==> src/rtl/demorgan_pipe.sv <==
// Two-stage valid/ready pipe that evaluates one of four De Morgan identities in gate and direct form.
// Latency 2 cycles accept->out_valid; full throughput; stages stall in place when downstream is not ready.
module demorgan_pipe #(
    parameter int WIDTH = 8,
    parameter int CNT_W = 8
) (
    input  logic             clk,
    input  logic             rst_n,
    input  logic             in_valid,
    output logic             in_ready,
    input  logic [WIDTH-1:0] a,
    input  logic [WIDTH-1:0] b,
    input  logic [1:0]       mode,
    input  logic             force_fault,
    output logic             out_valid,
    input  logic             out_ready,
    output logic [WIDTH-1:0] y,
    output logic [WIDTH-1:0] na,
    output logic [WIDTH-1:0] nb,
    output logic             mismatch,
    output logic             err_sticky,
    output logic [CNT_W-1:0] err_count,
    input  logic             clr_err
);

    logic             s1_vld_q;
    logic [WIDTH-1:0] a_q, b_q;
    logic [1:0]       mode_q;
    logic             ff_q;

    logic             s2_vld_q;
    logic [WIDTH-1:0] y_q, na_q, nb_q;
    logic             mis_q;

    logic             sticky_q, sticky_d;
    logic [CNT_W-1:0] cnt_q, cnt_d;

    logic             s1_adv, s2_adv;
    logic [WIDTH-1:0] na1, nb1, g, d, fmask, y_d;
    logic             mis_d;
    logic             err_xfer;

    assign s2_adv   = !s2_vld_q || out_ready;
    assign s1_adv   = !s1_vld_q || s2_adv;
    assign in_ready = s1_adv;

    assign na1 = ~a_q;
    assign nb1 = ~b_q;

    always_comb begin
        g = '0;
        d = '0;
        case (mode_q)
            2'd0: begin g = na1 & nb1;    d = ~(a_q | b_q); end
            2'd1: begin g = na1 | nb1;    d = ~(a_q & b_q); end
            2'd2: begin g = ~(na1 | nb1); d = a_q & b_q;    end
            default: begin g = ~(na1 & nb1); d = a_q | b_q; end
        endcase
    end

    // Fault mask built bitwise so WIDTH=1 needs no zero-width replication.
    always_comb begin
        fmask    = '0;
        fmask[0] = ff_q;
    end

    assign y_d   = g ^ fmask;
    assign mis_d = (y_d != d);

    always_ff @(posedge clk or negedge rst_n) begin
        if (!rst_n) begin
            s1_vld_q <= 1'b0;
            a_q      <= '0;
            b_q      <= '0;
            mode_q   <= 2'd0;
            ff_q     <= 1'b0;
        end else if (s1_adv) begin
            s1_vld_q <= in_valid;
            if (in_valid) begin
                a_q    <= a;
                b_q    <= b;
                mode_q <= mode;
                ff_q   <= force_fault;
            end
        end
    end

    always_ff @(posedge clk or negedge rst_n) begin
        if (!rst_n) begin
            s2_vld_q <= 1'b0;
            y_q      <= '0;
            na_q     <= '0;
            nb_q     <= '0;
            mis_q    <= 1'b0;
        end else if (s2_adv) begin
            s2_vld_q <= s1_vld_q;
            if (s1_vld_q) begin
                y_q   <= y_d;
                na_q  <= na1;
                nb_q  <= nb1;
                mis_q <= mis_d;
            end
        end
    end

    assign err_xfer = s2_vld_q && out_ready && mis_q;

    // Clear wins over a same-cycle increment; the count sticks at all-ones.
    always_comb begin
        cnt_d    = cnt_q;
        sticky_d = sticky_q;
        if (clr_err) begin
            cnt_d    = '0;
            sticky_d = 1'b0;
        end else if (err_xfer) begin
            sticky_d = 1'b1;
            if (cnt_q != {CNT_W{1'b1}})
                cnt_d = cnt_q + 1'b1;
        end
    end

    always_ff @(posedge clk or negedge rst_n) begin
        if (!rst_n) begin
            cnt_q    <= '0;
            sticky_q <= 1'b0;
        end else begin
            cnt_q    <= cnt_d;
            sticky_q <= sticky_d;
        end
    end

    assign out_valid  = s2_vld_q;
    assign y          = y_q;
    assign na         = na_q;
    assign nb         = nb_q;
    assign mismatch   = mis_q;
    assign err_count  = cnt_q;
    assign err_sticky = sticky_q;

endmodule

==> config.mk <==
export PLATFORM = sky130hd
export DESIGN_NAME = demorgan_pipe
export DESIGN_NICKNAME = d
export VERILOG_FILES = /design/src/rtl/demorgan_pipe.sv
export SDC_FILE = /design/constraint.sdc
export NUM_CORES = 1
export LEC_CHECK = 0
export ABC_AREA = 1
export BUFFER_PORTS_ARGS = -buffer_cell sky130_fd_sc_hd__buf_2
export CORE_MARGIN = 1.5
export CORE_UTILIZATION = 45
export CTS_BUF_LIST = sky130_fd_sc_hd__clkbuf_4 sky130_fd_sc_hd__clkbuf_8
export DETAILED_ROUTE_END_ITERATION = 8
export PLACE_DENSITY = 0.66
export SLEW_MARGIN = 20
export SYNTH_ARGS = -nofsm -noshare
export SYNTH_HDL_FRONTEND = slang
export SYNTH_SLANG_ARGS = --single-unit
==> constraint.sdc <==
create_clock -name clk -period 1.62 [get_ports clk]
set_input_delay 0.081 -clock clk [delete_from_list [all_inputs] [get_ports clk]]
set_output_delay 0.081 -clock clk [all_outputs]
set_load 0.05 [all_outputs]
# Word-level counts from Yosys, hierarchy flattened

Cells that the tools add are included.

$add $sub $neg: 1
Multiply operators: 0
Div/mod/pow operators: 0
$lt $le $gt $ge: 0
Equal/unequal tests: 4
Shifts and indexed selects: 0
Multiplexer cells: 7
Bitwise operators: 11
Reductions and logical operators: 12

Operators by type and width:

| kind                                                            | count |
|---|---|
| 8-bit NOT                                                       | 6 |
| 8-bit one-hot mux with 3 select lines                           | 2 |
| 8-bit two-way mux                                               | 3 |
| 8-bit AND                                                       | 2 |
| 8-bit OR                                                        | 2 |
| 8-bit by 1-bit adder with 8-bit output, second input constant   | 1 |
| 8-bit != test                                                   | 1 |
| 8-bit != test, second input constant                            | 1 |
| 8-bit by 1-bit bitwise XOR with 8-bit output                    | 1 |
| 2-bit AND reduction                                             | 3 |
| 2-bit nonzero test                                              | 2 |
| 2-bit by 1-bit == test with 1-bit output, second input constant | 1 |
| 2-bit == test, second input constant                            | 1 |
| 1-bit logical AND                                               | 2 |
| 1-bit logical NOT                                               | 2 |
| 2-bit logical NOT                                               | 1 |
| 1-bit logical OR                                                | 2 |
| 1-bit two-way mux                                               | 2 |

Bits in registers: 55
Latch bits: 0
RAM bits: 0
Bits in read-only memories: 0
Bits of input ports: 24
Word-level logic and storage cells: 47
Memories: 0

# Depth between registers and ports, before layout

Depth after elaboration: 6
Mapped depth: 8
Mapped depth without buffers: 8

# Worst setup path after synthesis

OpenSTA, ideal clock, no wires.

Kind: reg-to-reg
From: register s2_vld_q, in the netlist out_valid
To: register a_q[0]
Setup time: 69 ps
Arrival: 1,626 ps
Setup slack: -75 ps
Stages on the path, launching flop included: 5
Buffers on the path: 1
Period minus slack after synthesis: 1,695 ps
Path through: dfrtp_1 nand3_1 clkbuf_1 nand3_1 nand2_1

Word-level cells in the longest chain between the ends: 4

RTL lines:

| item                          | RTL line | RTL |
|---|---|---|
| start: declaration            | 31       | `logic s2_vld_q;` |
| start signal: assignment      | 96       | `s2_vld_q <= s1_vld_q;` |
| 1-bit logical NOT             | 43       | `assign s2_adv = !s2_vld_q \|\| out_ready;` |
| 1-bit logical OR              | 43       |  |
| 1-bit logical OR              | 44       | `assign s1_adv = !s1_vld_q \|\| s2_adv;` |
| net in_ready                  | 10       | `output logic in_ready,` |
| 2-bit AND reduction (no line) | -        |  |
| end signal: assignment        | 73       | `a_q <= '0;` |
| end signal: assignment        | 80       | `a_q <= a;` |
| end: declaration              | 27       | `logic [WIDTH-1:0] a_q, b_q;` |

The timed path passes the listed nets, and every way through them passes these cells.
A chain may end at the register's enable or synchronous reset.

# Final worst setup path

From: register s2_vld_q, in the netlist out_valid
To: output port in_ready

Word-level cells in the longest chain between the ends: 3

RTL lines:

| item              | RTL line |
|---|---|
| 1-bit logical NOT | 43 |
| 1-bit logical OR  | 43 |
| 1-bit logical OR  | 44 |
| end: declaration  | 10 |

No other way between the ends.

==> Implementation_results.wiki <==
{| class="wikitable"
! Metric !! Value
|-
| Average vias per placed instance || 4.91
|-
| Cell count of the worst hold path || 3
|-
| Max clock buf depth || 2
|-
| Via count of the first global-routing pass || 2039
|-
| Number of distinct library cells after synthesis || 19
|-
| Worst min-delay path endpoint || a_q[4]
|-
| I/O pin cnt || 60
|-
| Area of the mapped netlist || 2430 um^2
|-
| Startpoint types || flip-flop
|-
| Final ANT Viol Nets || 0
|-
| Hold wc startpoint || a[4]
|-
| Count of endpoints failing hold in the final timing report || 0
|-
| End of the worst register-to-register path || err_count[0]
|-
| Max-slew violation count || 0
|-
| Clock period minus worst slack || 1.43 ns
|-
| Post-Route Setup TNS || 0 ns
|-
| Fraction of power consumed by the clock network || 18.4%
|-
| Met1 routed wirelength after detailed routing || 2.60 mm
|-
| Cell-by-cell trace of the critical path || nand3_1 -> buf_2
|-
| Die H || 76.5 um
|-
| Status || finished, final reports clean
|-
| DIE AREA || 5860 um^2
|-
| Length of the first detailed-routing pass in iterations || 4
|-
| Endpoints failing setup || 0
|-
| Uppermost routed layer || met4
|-
| Largest net degree at the start of global routing || 23
|-
| WL/cell || 12.6 um
|-
| Unrepaired setup endpoints after global routing || no
|-
| First-pass GRT wire length || 9.65 mm
|-
| Fraction of layout instances using a drive strength above 1 || 22.4%
|-
| Number of levels the H-tree was split into || 2
|-
| Highest cell delay on the worst timing path || 0.41 ns
|-
| Worst Hold Class || in2reg
|-
| Ant. Diodes || 0
|-
| Delay-heaviest family, CP || flip-flops
|-
| Power density over the cells || 1540 nW/um^2
|-
| Endpoint kind of the worst setup timing path || primary output
|-
| Seq/Total Area, Yosys || 56.6%
|-
| Internal power component || 2.50 mW
|-
| Clock latency on the worst-skew pair || 0.30 ns
|-
| Net Switching || 2.01 mW
|-
| Register clock-pin slew on the reported worst setup and hold paths || 0.09 ns
|-
| Port Buf Inserts || 59
|-
| TritonCTS clock tree || built
|-
| R2R cell count || 7
|-
| Max-cap violation count || 0
|-
| DRC violation count after routing || 0
|-
| Number of DRC violations after detailed-routing iteration 0 || 98
|-
| Commonest cells after routing, fill and taps aside || sky130_fd_sc_hd__nand2_1, sky130_fd_sc_hd__buf_2, sky130_fd_sc_hd__dfrtp_1
|-
| Highest clock rate || 700 MHz
|-
| Headroom to the max-slew limit || 63.5%
|-
| Critical Path Slowest Stage Cell || sky130_fd_sc_hd__dfrtp_1
|-
| Period utilisation layout || 88.2%
|-
| Root buffer cell || sky130_fd_sc_hd__clkbuf_8
|-
| Max Fanout on Critical Path || 8
|-
| HPWL after detailed placement || 4.05 mm
|-
| Skew final || 0.00482 ns
|-
| Nets@finish || 386
|-
| Layout overhead on the synthesized area || 20.9%
|-
| Total global routing track utilization || 20.6%
|-
| Sequential share of power || 42.5%
|-
| Core box area || 5170 um^2
|-
| Congestion Overflow GR || 0
|-
| Register bit count reported by yosys || 55
|-
| Initial antenna violation count || 0
|-
| Net switching fraction of the power || 44.6%
|-
| Syn Area/Cell || 8.13 um^2
|-
| Initial standard-cell utilization of the core || 47.0%
|-
| Clock buffer count from CTS || 5
|-
| Crit Path Category || reg2out
|-
| Detail Route met3 WL || 204 um
|-
| Horizontal die dimension || 76.5 um
|-
| Total Routed Length || 5.45 mm
|-
| Register-to-register setup slack || 0.24 ns
|-
| Post-synth net total || 324
|-
| Data required, critical path || 1.54 ns
|-
| Standard-cell row count || 26
|-
| Worst voltage drop across the vdd grid || 0.726 mV
|-
| Crit path buffers/inverters || 1
|-
| Part of the power in combinational logic || 39.1%
|-
| CP Data Arrival Time || 1.35 ns
|-
| Number of sinks handled by clock tree synthesis || 55
|-
| Number of buffers added for setup after CTS || 0
|-
| Via count || 2120
|-
| Synthesized instance count || 299
|-
| Last weighted congestion value of the routability-driven placer || 0.813
|-
| Static leakage power || 1.50 nW
|-
| Metal2 WL || 2.59 mm
|-
| Leading cell type in the layout, fill and taps excluded || sky130_fd_sc_hd__nand2_1
|-
| Startpoint of the lowest-slack register-to-register path || err_count[0]
|-
| Placed cell count || 422
|-
| Pin slew with the least headroom to its limit || 0.548 ns
|-
| Non-filler instance count after layout || 432
|-
| Total of warnings raised by yosys || 0
|}
state kept, by name (all words and copies together), names as in the netlist, 2 cells and up:
name,cells
mode_q,2
y,8
na,8
b_q,8
nb,8
a_q,8
err_count,8
Yosys cell counts:
library cell	n	area, um^2
sky130_fd_sc_hd__buf_4	1	7.51
sky130_fd_sc_hd__a21oi_1	3	15.0
sky130_fd_sc_hd__xor2_1	1	8.76
sky130_fd_sc_hd__clkbuf_1	7	26.3
sky130_fd_sc_hd__nor2_2	1	6.26
sky130_fd_sc_hd__nand3_1	29	145
sky130_fd_sc_hd__nand2_2	2	12.5
sky130_fd_sc_hd__ha_1	1	12.5
sky130_fd_sc_hd__nand2_1	108	405
sky130_fd_sc_hd__buf_6	1	11.3
sky130_fd_sc_hd__a31oi_1	7	43.8
sky130_fd_sc_hd__nor2_1	35	131
sky130_fd_sc_hd__nand4_1	3	18.8
sky130_fd_sc_hd__o21ai_0	30	150
sky130_fd_sc_hd__clkinv_1	1	3.75
sky130_fd_sc_hd__inv_2	2	7.51
sky130_fd_sc_hd__dfrtp_1	55	1380
sky130_fd_sc_hd__inv_1	8	30.0
sky130_fd_sc_hd__buf_2	4	20.0
how the worst max path moves through the flow:
stage	start	end	slack, ns	cells past startpoint
floorplan	err_count[3]	err_count[4]	0.16	6
global placement	err_count[0]	err_count[3]	0.30	8
detailed placement	err_count[0]	err_count[3]	0.25	8
CTS	out_valid	in_ready	0.18	2
global route	err_count[0]	err_count[0]	0.06	7
finish	out_valid	in_ready	0.19	2
kinds of logic after synthesis:
kind of cell    synth area share [%]
simple gates                    29.6
compound gates                  8.59
buf+inv                         4.37
xor+xnor                       0.360
flops                           56.6
fa+ha+maj                      0.514
per-layer routing:
metal | global-route usage [%] | vias to the layer above
met5 | 0 | -
met3 | 3.59 | 4
li1 | - | 1092
met4 | 6.11 | 0
met1 | 28.3 | 978
met2 | 33.6 | 46
power by group through the flow:
stage	combinational (mW)	sequential, mW	clock (mW)
2_1_floorplan	0.502	2.75	0
3_3_place_gp	1.75	1.94	0
3_5_place_dp	1.77	1.96	0
4_1_cts	1.78	1.93	0.852
5_1_grt	1.90	1.98	0.909
6_report	1.77	1.92	0.830
worst register-to-register path: stages, from the launching register on:
cell                      delay [ns]
sky130_fd_sc_hd__dfrtp_2        0.41
sky130_fd_sc_hd__ha_1           0.18
sky130_fd_sc_hd__nand2_1        0.08
sky130_fd_sc_hd__nor2_2         0.15
sky130_fd_sc_hd__nand2_1        0.09
sky130_fd_sc_hd__nand2_2        0.17
sky130_fd_sc_hd__inv_1          0.07
sky130_fd_sc_hd__o21ai_0        0.14
per-stage QoR:
| stage | worst slack, ns | util [%] | instance area, um^2 | hold WS, ns | power [mW] |
|---|---|---|---|---|---|
| 6_report | 0.191 | 56.9 | 2940 | 0.00719 | 4.52 |
| 5_1_grt | 0.0571 | 56.9 | 2940 | 0.00809 | 4.79 |
| 4_1_cts | 0.178 | 56.9 | 2940 | 0.000141 | 4.56 |
| 3_5_place_dp | 0.250 | 54.5 | 2820 | 0.0968 | 3.73 |
| 3_3_place_gp | 0.302 | 54.5 | 2820 | 0.0913 | 3.69 |
| 2_1_floorplan | 0.157 | - | 2440 | -0.215 | 3.25 |
what timing repair did:
| action | CTS | global route |
|---|---|---|
| setup endpoints to repair | 0 | 0 |
| resized for setup | 0 | 0 |
| hold buffers | 2 | 0 |
| hold endpoints to repair | 20 | 0 |
layout make-up:
type | instances | area (um^2)
repair buffers | 68 | 380
clock buffers | 8 | 104
flip-flops and latches | 55 | 1380
fillers | 497 | 2230
multi-input cells | 220 | 950
well taps | 70 | 87.6
inverters | 11 | 41.3
Note: power is estimated with default switching activity, not from simulation.
